## config.mk

```make
export PLATFORM = sky130hd
export DESIGN_NAME = fft_mix_sequencer
export DESIGN_NICKNAME = d
export VERILOG_FILES = /design/src/rtl/fft_pkg.sv /design/src/rtl/fft_mix_sel_calc.sv /design/src/rtl/fft_mix_sequencer.sv
export SDC_FILE = /design/constraint.sdc
export NUM_CORES = 1
export LEC_CHECK = 0
export ABC_AREA = 1
export CORE_MARGIN = 3
export CORE_UTILIZATION = 58
export CTS_CLUSTER_SIZE = 12
export DETAILED_ROUTE_END_ITERATION = 10
export PLACE_DENSITY = 0.84
export SYNTH_ARGS = -nofsm -noshare
export SYNTH_HDL_FRONTEND = slang
export SYNTH_HIERARCHICAL = 1
export SYNTH_SLANG_ARGS = --single-unit
export TNS_END_PERCENT = 5
```

## constraint.sdc

```tcl
create_clock -name iCLK -period 5.4 [get_ports iCLK]
set_input_delay 0.54 -clock iCLK [delete_from_list [all_inputs] [get_ports iCLK]]
set_output_delay 0.54 -clock iCLK [all_outputs]
set_load 0.01 [all_outputs]
```

## src/rtl/fft_pkg.sv

```systemverilog
// ---------------------------------------------------------------------------
// fft_pkg
// Shared definitions for the radix-4 FFT bank-mapping logic.
//   - fft_state_e        : sequencer FSM encoding (IDLE/RUN/FLUSH/DONE)
//   - FFT_DEF_*          : default transform geometry
//   - fft_digit_sum_mod4 : bank index = (stage + sum of base-4 address digits)
//                          mod 4. The read-side address generator uses it too,
//                          so both sides agree on which bank holds each word.
// ---------------------------------------------------------------------------
package fft_pkg;

  typedef enum logic [1:0] {
    ST_IDLE  = 2'd0,
    ST_RUN   = 2'd1,
    ST_FLUSH = 2'd2,
    ST_DONE  = 2'd3
  } fft_state_e;

  localparam int FFT_DEF_ADDR_BIT  = 8;
  localparam int FFT_DEF_STAGE_NUM = 5;
  localparam int FFT_DEF_STAGE_BIT = 3;

  // Widest bank address the digit-sum helper accepts. Narrower addresses are
  // zero-extended; the extra digits are zero and do not change the sum.
  localparam int FFT_MAX_ADDR_BIT = 32;

  // The accumulator is 2 bits wide, so every addition wraps mod 4 for free.
  function automatic logic [1:0] fft_digit_sum_mod4(
    input logic [FFT_MAX_ADDR_BIT-1:0] addr,
    input logic [1:0]                  stage
  );
    logic [1:0] acc;
    acc = stage;
    for (int k = 0; k < FFT_MAX_ADDR_BIT / 2; k++) begin
      acc = acc + addr[2*k +: 2];
    end
    return acc;
  endfunction

endpackage

```

## src/rtl/fft_mix_sel_calc.sv

```systemverilog
// ---------------------------------------------------------------------------
// fft_mix_sel_calc
// Combinational rotator-select generator.
// Ports:
//   addr_i   [ADDR_BIT]  : registered bank address counter
//   stage_i  [STAGE_BIT] : registered pass counter
//   active_i             : high only while the sequencer is in RUN
//   sel_o    [2]         : (stage + digit sum of addr) mod 4, or 0 when idle
// ---------------------------------------------------------------------------
module fft_mix_sel_calc
  import fft_pkg::*;
#(
  parameter int ADDR_BIT  = FFT_DEF_ADDR_BIT,
  parameter int STAGE_BIT = FFT_DEF_STAGE_BIT
) (
  input  logic [ADDR_BIT-1:0]  addr_i,
  input  logic [STAGE_BIT-1:0] stage_i,
  input  logic                 active_i,
  output logic [1:0]           sel_o
);

  // Only the low two stage bits matter: the stage contributes mod 4.
  always_comb begin
    sel_o = 2'd0;
    if (active_i) begin
      sel_o = fft_digit_sum_mod4(FFT_MAX_ADDR_BIT'(addr_i), 2'(stage_i));
    end
  end

endmodule

```

## src/rtl/fft_mix_sequencer.sv

```systemverilog
// ---------------------------------------------------------------------------
// fft_mix_sequencer
// Sequences one radix-4 transform of STAGE_NUM passes over four banks of
// 2**ADDR_BIT words. For each butterfly result it drives the rotator select
// in the iVALID cycle and, one cycle later, the matching bank write strobe
// and address (lined up with the rotator's output register).
// Ports:
//   iCLK, iRESET  : clock, asynchronous active-high reset
//   iSTART        : start request, honoured only in IDLE
//   iVALID        : butterfly outputs valid this cycle (counted only in RUN)
//   oSEL     [2]  : rotator select, same cycle as iVALID
//   oWR_EN        : bank write enable, one cycle after the accepted iVALID
//   oWR_ADDR [ADDR_BIT]  : bank write address, aligned with oWR_EN
//   oSTAGE   [STAGE_BIT] : current pass index
//   oBUSY         : high in RUN and FLUSH
//   oDONE         : one-cycle pulse at the end of the transform
// ---------------------------------------------------------------------------
module fft_mix_sequencer
  import fft_pkg::*;
#(
  parameter int ADDR_BIT  = FFT_DEF_ADDR_BIT,   // must be even
  parameter int STAGE_NUM = FFT_DEF_STAGE_NUM,
  parameter int STAGE_BIT = FFT_DEF_STAGE_BIT   // 2**STAGE_BIT >= STAGE_NUM
) (
  input  logic                 iCLK,
  input  logic                 iRESET,
  input  logic                 iSTART,
  input  logic                 iVALID,
  output logic [1:0]           oSEL,
  output logic                 oWR_EN,
  output logic [ADDR_BIT-1:0]  oWR_ADDR,
  output logic [STAGE_BIT-1:0] oSTAGE,
  output logic                 oBUSY,
  output logic                 oDONE
);

  fft_state_e           state_q;
  logic [ADDR_BIT-1:0]  addr_q, addr_d;
  logic [STAGE_BIT-1:0] stage_q, stage_d;
  logic [ADDR_BIT-1:0]  wr_addr_q;
  logic                 wr_en_q;
  logic                 busy_q;
  logic                 done_q;
  logic                 last_word;
  logic                 last_stage;

  // The address counter wraps to 0 naturally after 2**ADDR_BIT-1.
  always_comb begin
    addr_d     = addr_q + ADDR_BIT'(1);
    stage_d    = stage_q + STAGE_BIT'(1);
    last_word  = (addr_q == {ADDR_BIT{1'b1}});
    last_stage = (stage_q == STAGE_BIT'(STAGE_NUM - 1));
  end

  // NOTE: sequential state uses non-blocking assignments only, so every
  // register samples the pre-edge value of every other register.
  always_ff @(posedge iCLK or posedge iRESET) begin
    if (iRESET) begin
      state_q   <= ST_IDLE;
      addr_q    <= '0;
      stage_q   <= '0;
      wr_addr_q <= '0;
      wr_en_q   <= 1'b0;
      busy_q    <= 1'b0;
      done_q    <= 1'b0;
    end else begin
      // NOTE: strobes default low each cycle and are raised only where needed,
      // which keeps them single-cycle pulses without per-branch clears.
      wr_en_q <= 1'b0;
      done_q  <= 1'b0;
      case (state_q)
        ST_IDLE: begin
          if (iSTART) begin
            state_q <= ST_RUN;
            addr_q  <= '0;
            stage_q <= '0;
            busy_q  <= 1'b1;
          end
        end
        ST_RUN: begin
          if (iVALID) begin
            wr_en_q   <= 1'b1;
            wr_addr_q <= addr_q;
            addr_q    <= addr_d;
            if (last_word) begin
              // The final pass keeps its index so oSTAGE reads STAGE_NUM-1
              // through FLUSH and DONE.
              if (last_stage) begin
                state_q <= ST_FLUSH;
              end else begin
                stage_q <= stage_d;
              end
            end
          end
        end
        ST_FLUSH: begin
          // The last rotator word is being written during this cycle.
          state_q <= ST_DONE;
          busy_q  <= 1'b0;
          done_q  <= 1'b1;
        end
        ST_DONE: begin
          state_q <= ST_IDLE;
        end
        default: begin
          state_q <= ST_IDLE;
        end
      endcase
    end
  end

  fft_mix_sel_calc #(
    .ADDR_BIT  (ADDR_BIT),
    .STAGE_BIT (STAGE_BIT)
  ) u_sel_calc (
    .addr_i   (addr_q),
    .stage_i  (stage_q),
    .active_i (state_q == ST_RUN),
    .sel_o    (oSEL)
  );

  assign oWR_EN   = wr_en_q;
  assign oWR_ADDR = wr_addr_q;
  assign oSTAGE   = stage_q;
  assign oBUSY    = busy_q;
  assign oDONE    = done_q;

endmodule

```

# Yosys cells after proc, flatten, opt, wreduce, memory -nomap -nowiden
# Cells that the tools add are included.
# totals
register_bits	24
# op_classes
addsub	6
n_eq_ne	10
mux	19
n_reduce_logical	8
# ops
operator	n
$mux W8	2
$pmux W8 S2	1
$mux W3	4
$mux W2	5
$ne A2 B2 Y1 const B	5
$add A2 B2 Y2	4
$add A8 B1 Y8 const B	1
$eq A8 B8 Y1 const B	1
$pmux W2 S4	1
$pmux W3 S2	1
$reduce_and A5 Y1	1
$eq A2 B2 Y1 const B	2
$mux W1	4
$reduce_and A2 Y1	2
$reduce_and A4 Y1	1
$reduce_bool A2 Y1	2
$add A3 B1 Y3 const B	1
$eq A3 B3 Y1 const B	1
$reduce_and A3 Y1	1
$eq A2 B1 Y1 const B	1
$logic_not A2 Y1	1
$pmux W1 S2	1

# Longest topological paths before layout
# logic_depth
word_depth	5
mapped_depth	12

# By module
# The synthesis kept the hierarchy.
# modules_own_cells
mod	instances	cells_per_inst	area_per_inst_um2
fft_mix_sequencer	1	153	1265.0
fft_mix_sel_calc	1	39	205.2

# Worst setup path before layout
# Ideal clock, no wire load.
# synth_timing
kind	flip-flop to output port
start	reg addr_q[0]
end	out oSEL[1]
arrival_time_ns	2.321
t_required_ns	4.860
setup_slack_ns	2.539
stages_incl_launch_ff	12
path_buffers	0
cell_sequence	dfrtp_1 fa_1 inv_1 fa_1 fa_1 inv_1 nand2_1 nand2_1 nand2_1 nand2_1 nand3_1 a21oi_2
# synth_between
elab_chain_len	5
# synth_lines
element	line_no	rtl
start, declared	fft_mix_sequencer.sv:38	logic [ADDR_BIT-1:0] addr_q, addr_d;
start signal, assigned	fft_mix_sequencer.sv:84	addr_q <= addr_d;
$add A2 B2 Y2 (4 in series)	fft_pkg.sv:35	acc = acc + addr[2*k +: 2];
$mux W2	fft_mix_sel_calc.sv:25	if (active_i) begin
end, declared	fft_mix_sequencer.sv:29	output logic [1:0] oSEL,
# No other way between the ends.

# Worst setup path after layout
# layout_timing
start	reg addr_q[2]
end	out oSEL[1]
# layout_between
elab_chain_len	4
# layout_lines
element	line_no
$add A2 B2 Y2 (3 in series)	fft_pkg.sv:35
$mux W2	fft_mix_sel_calc.sv:25
# No other way between the ends.

==> flow_summary_export.csv <==
group,metric,value,unit
run_status,outcome,"complete, no violations",
placement,place_area,1670,um^2
logic_synthesis,ys_seq_area_share,40.9,%
worst_setup_path,worstPathRequired,4860,ps
worst_setup_path,regToRegSetupSlack,3420,ps
worst_setup_path,crit_path_frequent_cell,"nand2_1",
worst_setup_path,cp_cell_sequence,"fa_1 -> inv_1 -> fa_1 -> fa_1 -> inv_1 -> nand2_1 -> nand2_1 -> nand2_1 -> nand2_1 -> nand3_1 -> a21oi_2 -> clkdlybuf4s50_1",
timing,slew_headroom,36.9,%
cts,cts_root_buf,"clkbuf_4",
floorplan,rows,17,
global_routing,grt_pass1_wl,5.20,mm
timing,tightest_slew,946,ps
logic_synthesis,synthTopCellsByArea,"dfrtp_1, nand2_1, inv_1",
floorplan,core_area,2300,um^2
flow_run,maxCapViolations,0,
routing,wl_per_cell,12.7,um
power,powerDensity,433,nW/um^2
cells_and_area,drive_gt1_share,6.60,%
logic_synthesis,netlist_area,1470,um^2
routing,drt_iter0_drc,26,
floorplan,dieArea,3170,um^2
worst_setup_path,worstReg2RegEnd,"addr_q[0]",
routing,drcViolationCount,0,
cells_and_area,fillers,189,
timing,whs,498,ps
global_routing,track_usage,20.6,%
global_routing,grt_overflow,0,
worst_setup_path,critPathTopFamily,"adder cells",
timing,period_share,71.3,%
global_routing,antenna_found_initial,0,
min_path,whs_endpoint,"oWR_ADDR[7]",
worst_setup_path,critPathLaunch,"addr_q[2]",
floorplan,die_w,56.3,um
cts,htreeDepth,1,
logic_synthesis,synthCells,192,
min_path,hp-start,"oWR_ADDR[7]",
worst_setup_path,worstSetupEndpointType,"output port",
floorplan,die_h,56.3,um
timing,rsz0062_at_grt,"no",
min_path,hp-class,"flip-flop to flip-flop",
placement,io_buffers,19,
worst_setup_path,worstSetupStartpointType,"flip-flop",
power,ir_drop,0.000388,V
floorplan,ios,20,
timing,max_freq,0.260,GHz
timing,clock_skew,4.16,ps
routing,detail_route.first_pass.iterations,4,
cts,post_cts_buffers,0,
cts,cts.sinks,24,
cts,cts_buffer_depth,2,
worst_setup_path,rr_startpoint,"state_q[1]",
timing,finalCriticalPeriod,3850,ps
routing,drtAntennaViolNets,0,
cells_and_area,syn_to_final_growth,16.0,%
logic_synthesis,yosysWarnings,6,
worst_setup_path,critPathMaxFanout,7,
cts,worstSkewPairLatency,320,ps
worst_setup_path,crit_arrival,3310,ps
timing,setup_viol,0,
cells_and_area,final_area,1710,um^2
logic_synthesis,netlist.area_leader.share,40.9,%
power,p_leak,0.000879,uW
cells_and_area,final_common_cell,"nand2_1",
cells_and_area,nets,227,
worst_setup_path,critPathBufInv,3,
timing,slew_violations,0,
cts,clk_pin_slew,130,ps
timing,tns,0,ps
cells_and_area,final_cell_mix,"nand2_1, inv_1, dfrtp_1",
logic_synthesis,synth_nets,206,
global_routing,grt_max_degree,25,
routing,via_count,1264,
floorplan,start_util,64.0,%
worst_setup_path,max_stage_delay,540,ps
worst_setup_path,cp_slowest_cell,"fa_1",
cts,tritoncts,"done",
worst_setup_path,reg2regPathDepth,6,
timing,finalHoldViolCount,0,
logic_synthesis,ys_seq_elements,24,
logic_synthesis,synth_area_per_cell,7.66,um^2
logic_synthesis,synth_top_cell_by_area,"dfrtp_1",
cts,holdBufCountCts,0,
cts,cts_buffers,3,
min_path,hold_depth,2,
cells_and_area,antenna_cells,0,
global_routing,first_global_vias,1261,
worst_setup_path,crit_cells,12,
logic_synthesis,ys_types,20,
routing,vias_per_cell,5.27,
worst_setup_path,path_class,"flip-flop to output port",
routing,drt_wl_total,3.05,mm
cts,postCtsResizedCells,0,
placement,dp_hpwl,2.32,mm
placement,gp_congestion,0.849,
power by group:
group / switching, uW / total [uW] / internal, uW
logic: 235 / 386 / 151
clock network: 55.6 / 96.8 / 41.3
registers: 36.7 / 256 / 219
flip-flops by register name, summed over array words and instances (netlist names):
name and cells:
state_q 2, oSTAGE 3, oWR_ADDR 8, oBUSY 1, oWR_EN 1, oDONE 1, addr_q 8
kinds of logic (layout without fill, tap and decap cells):
kind of cell	count (synthesis)	count (layout)	share of synthesized area, %
and+or+nand+nor	96	96	29.8
buffers and inverters	42	62	11.7
DFF	24	24	40.9
AOI/OAI and AO/OA	18	18	6.38
adders and majority gates	10	10	10.0
xor gates and xnor gates	2	2	1.19
routing by layer:
| layer | GRT usage, % | share of wire (%) | vias up | wire, um |
|---|---|---|---|---|
| met5 | 0 | 0 | - | 0 |
| met4 | 8.81 | 1.4 | 0 | 44 |
| met3 | 2.30 | 2.3 | 5 | 69 |
| met2 | 38.4 | 52 | 21 | 1590 |
| met1 | 23.5 | 44 | 603 | 1340 |
| li1 | - | - | 635 | - |
per-stage QoR:
stage / cells / worst slack, ps / power (uW) / util [%]
after detailed placement: 236 / 1910 / 644 / 72.7
after global placement: 236 / 1990 / 623 / 72.7
after floorplan: 192 / 2540 / 529 / -
after CTS: 240 / 1530 / 741 / 74.2
final: 240 / 1550 / 739 / 74.2
after global routing: 240 / 1320 / 804 / 74.2
worst register-to-register path: stages, from the launching register on:
cell and delay, ps:
dfrtp_1 430, inv_1 110, ha_1 530, nand2_1 450, inv_1 220, nand3_1 80, o21ai_0 80
cells in the mapped netlist:
master and count:
nand2_1 60, inv_1 39, dfrtp_1 24, o21ai_0 16, nand4_1 11, nand3_1 8, nor2_1 8, ha_1 7
fa_1 3, nor2_2 3, buf_6 2, nand3_2 2, xor2_1 2, a21oi_2 1, clkbuf_1 1, nand2_2 1
nand2_4 1, nor2_4 1, o21ai_1 1, or2_2 1
layout make-up:
cell class              count  area [um^2]  share of cell area (%)
repair buffers             19          190                    11.2
well taps                  28         35.0                    2.05
clock buffers               4         36.3                    2.13
inverters                  39          146                    8.58
flip-flops and latches     24          601                    35.2
multi-input cells         126          697                    40.9
worst max path at each step:
stage / to / slack (ps)
2_1_floorplan: oSEL[1] / 2540
3_3_place_gp: oSEL[1] / 1990
3_5_place_dp: oSEL[1] / 1910
4_1_cts: oSEL[1] / 1530
5_1_grt: oSEL[1] / 1320
6_report: oSEL[1] / 1550
Note: power is estimated with default switching activity, not from simulation.
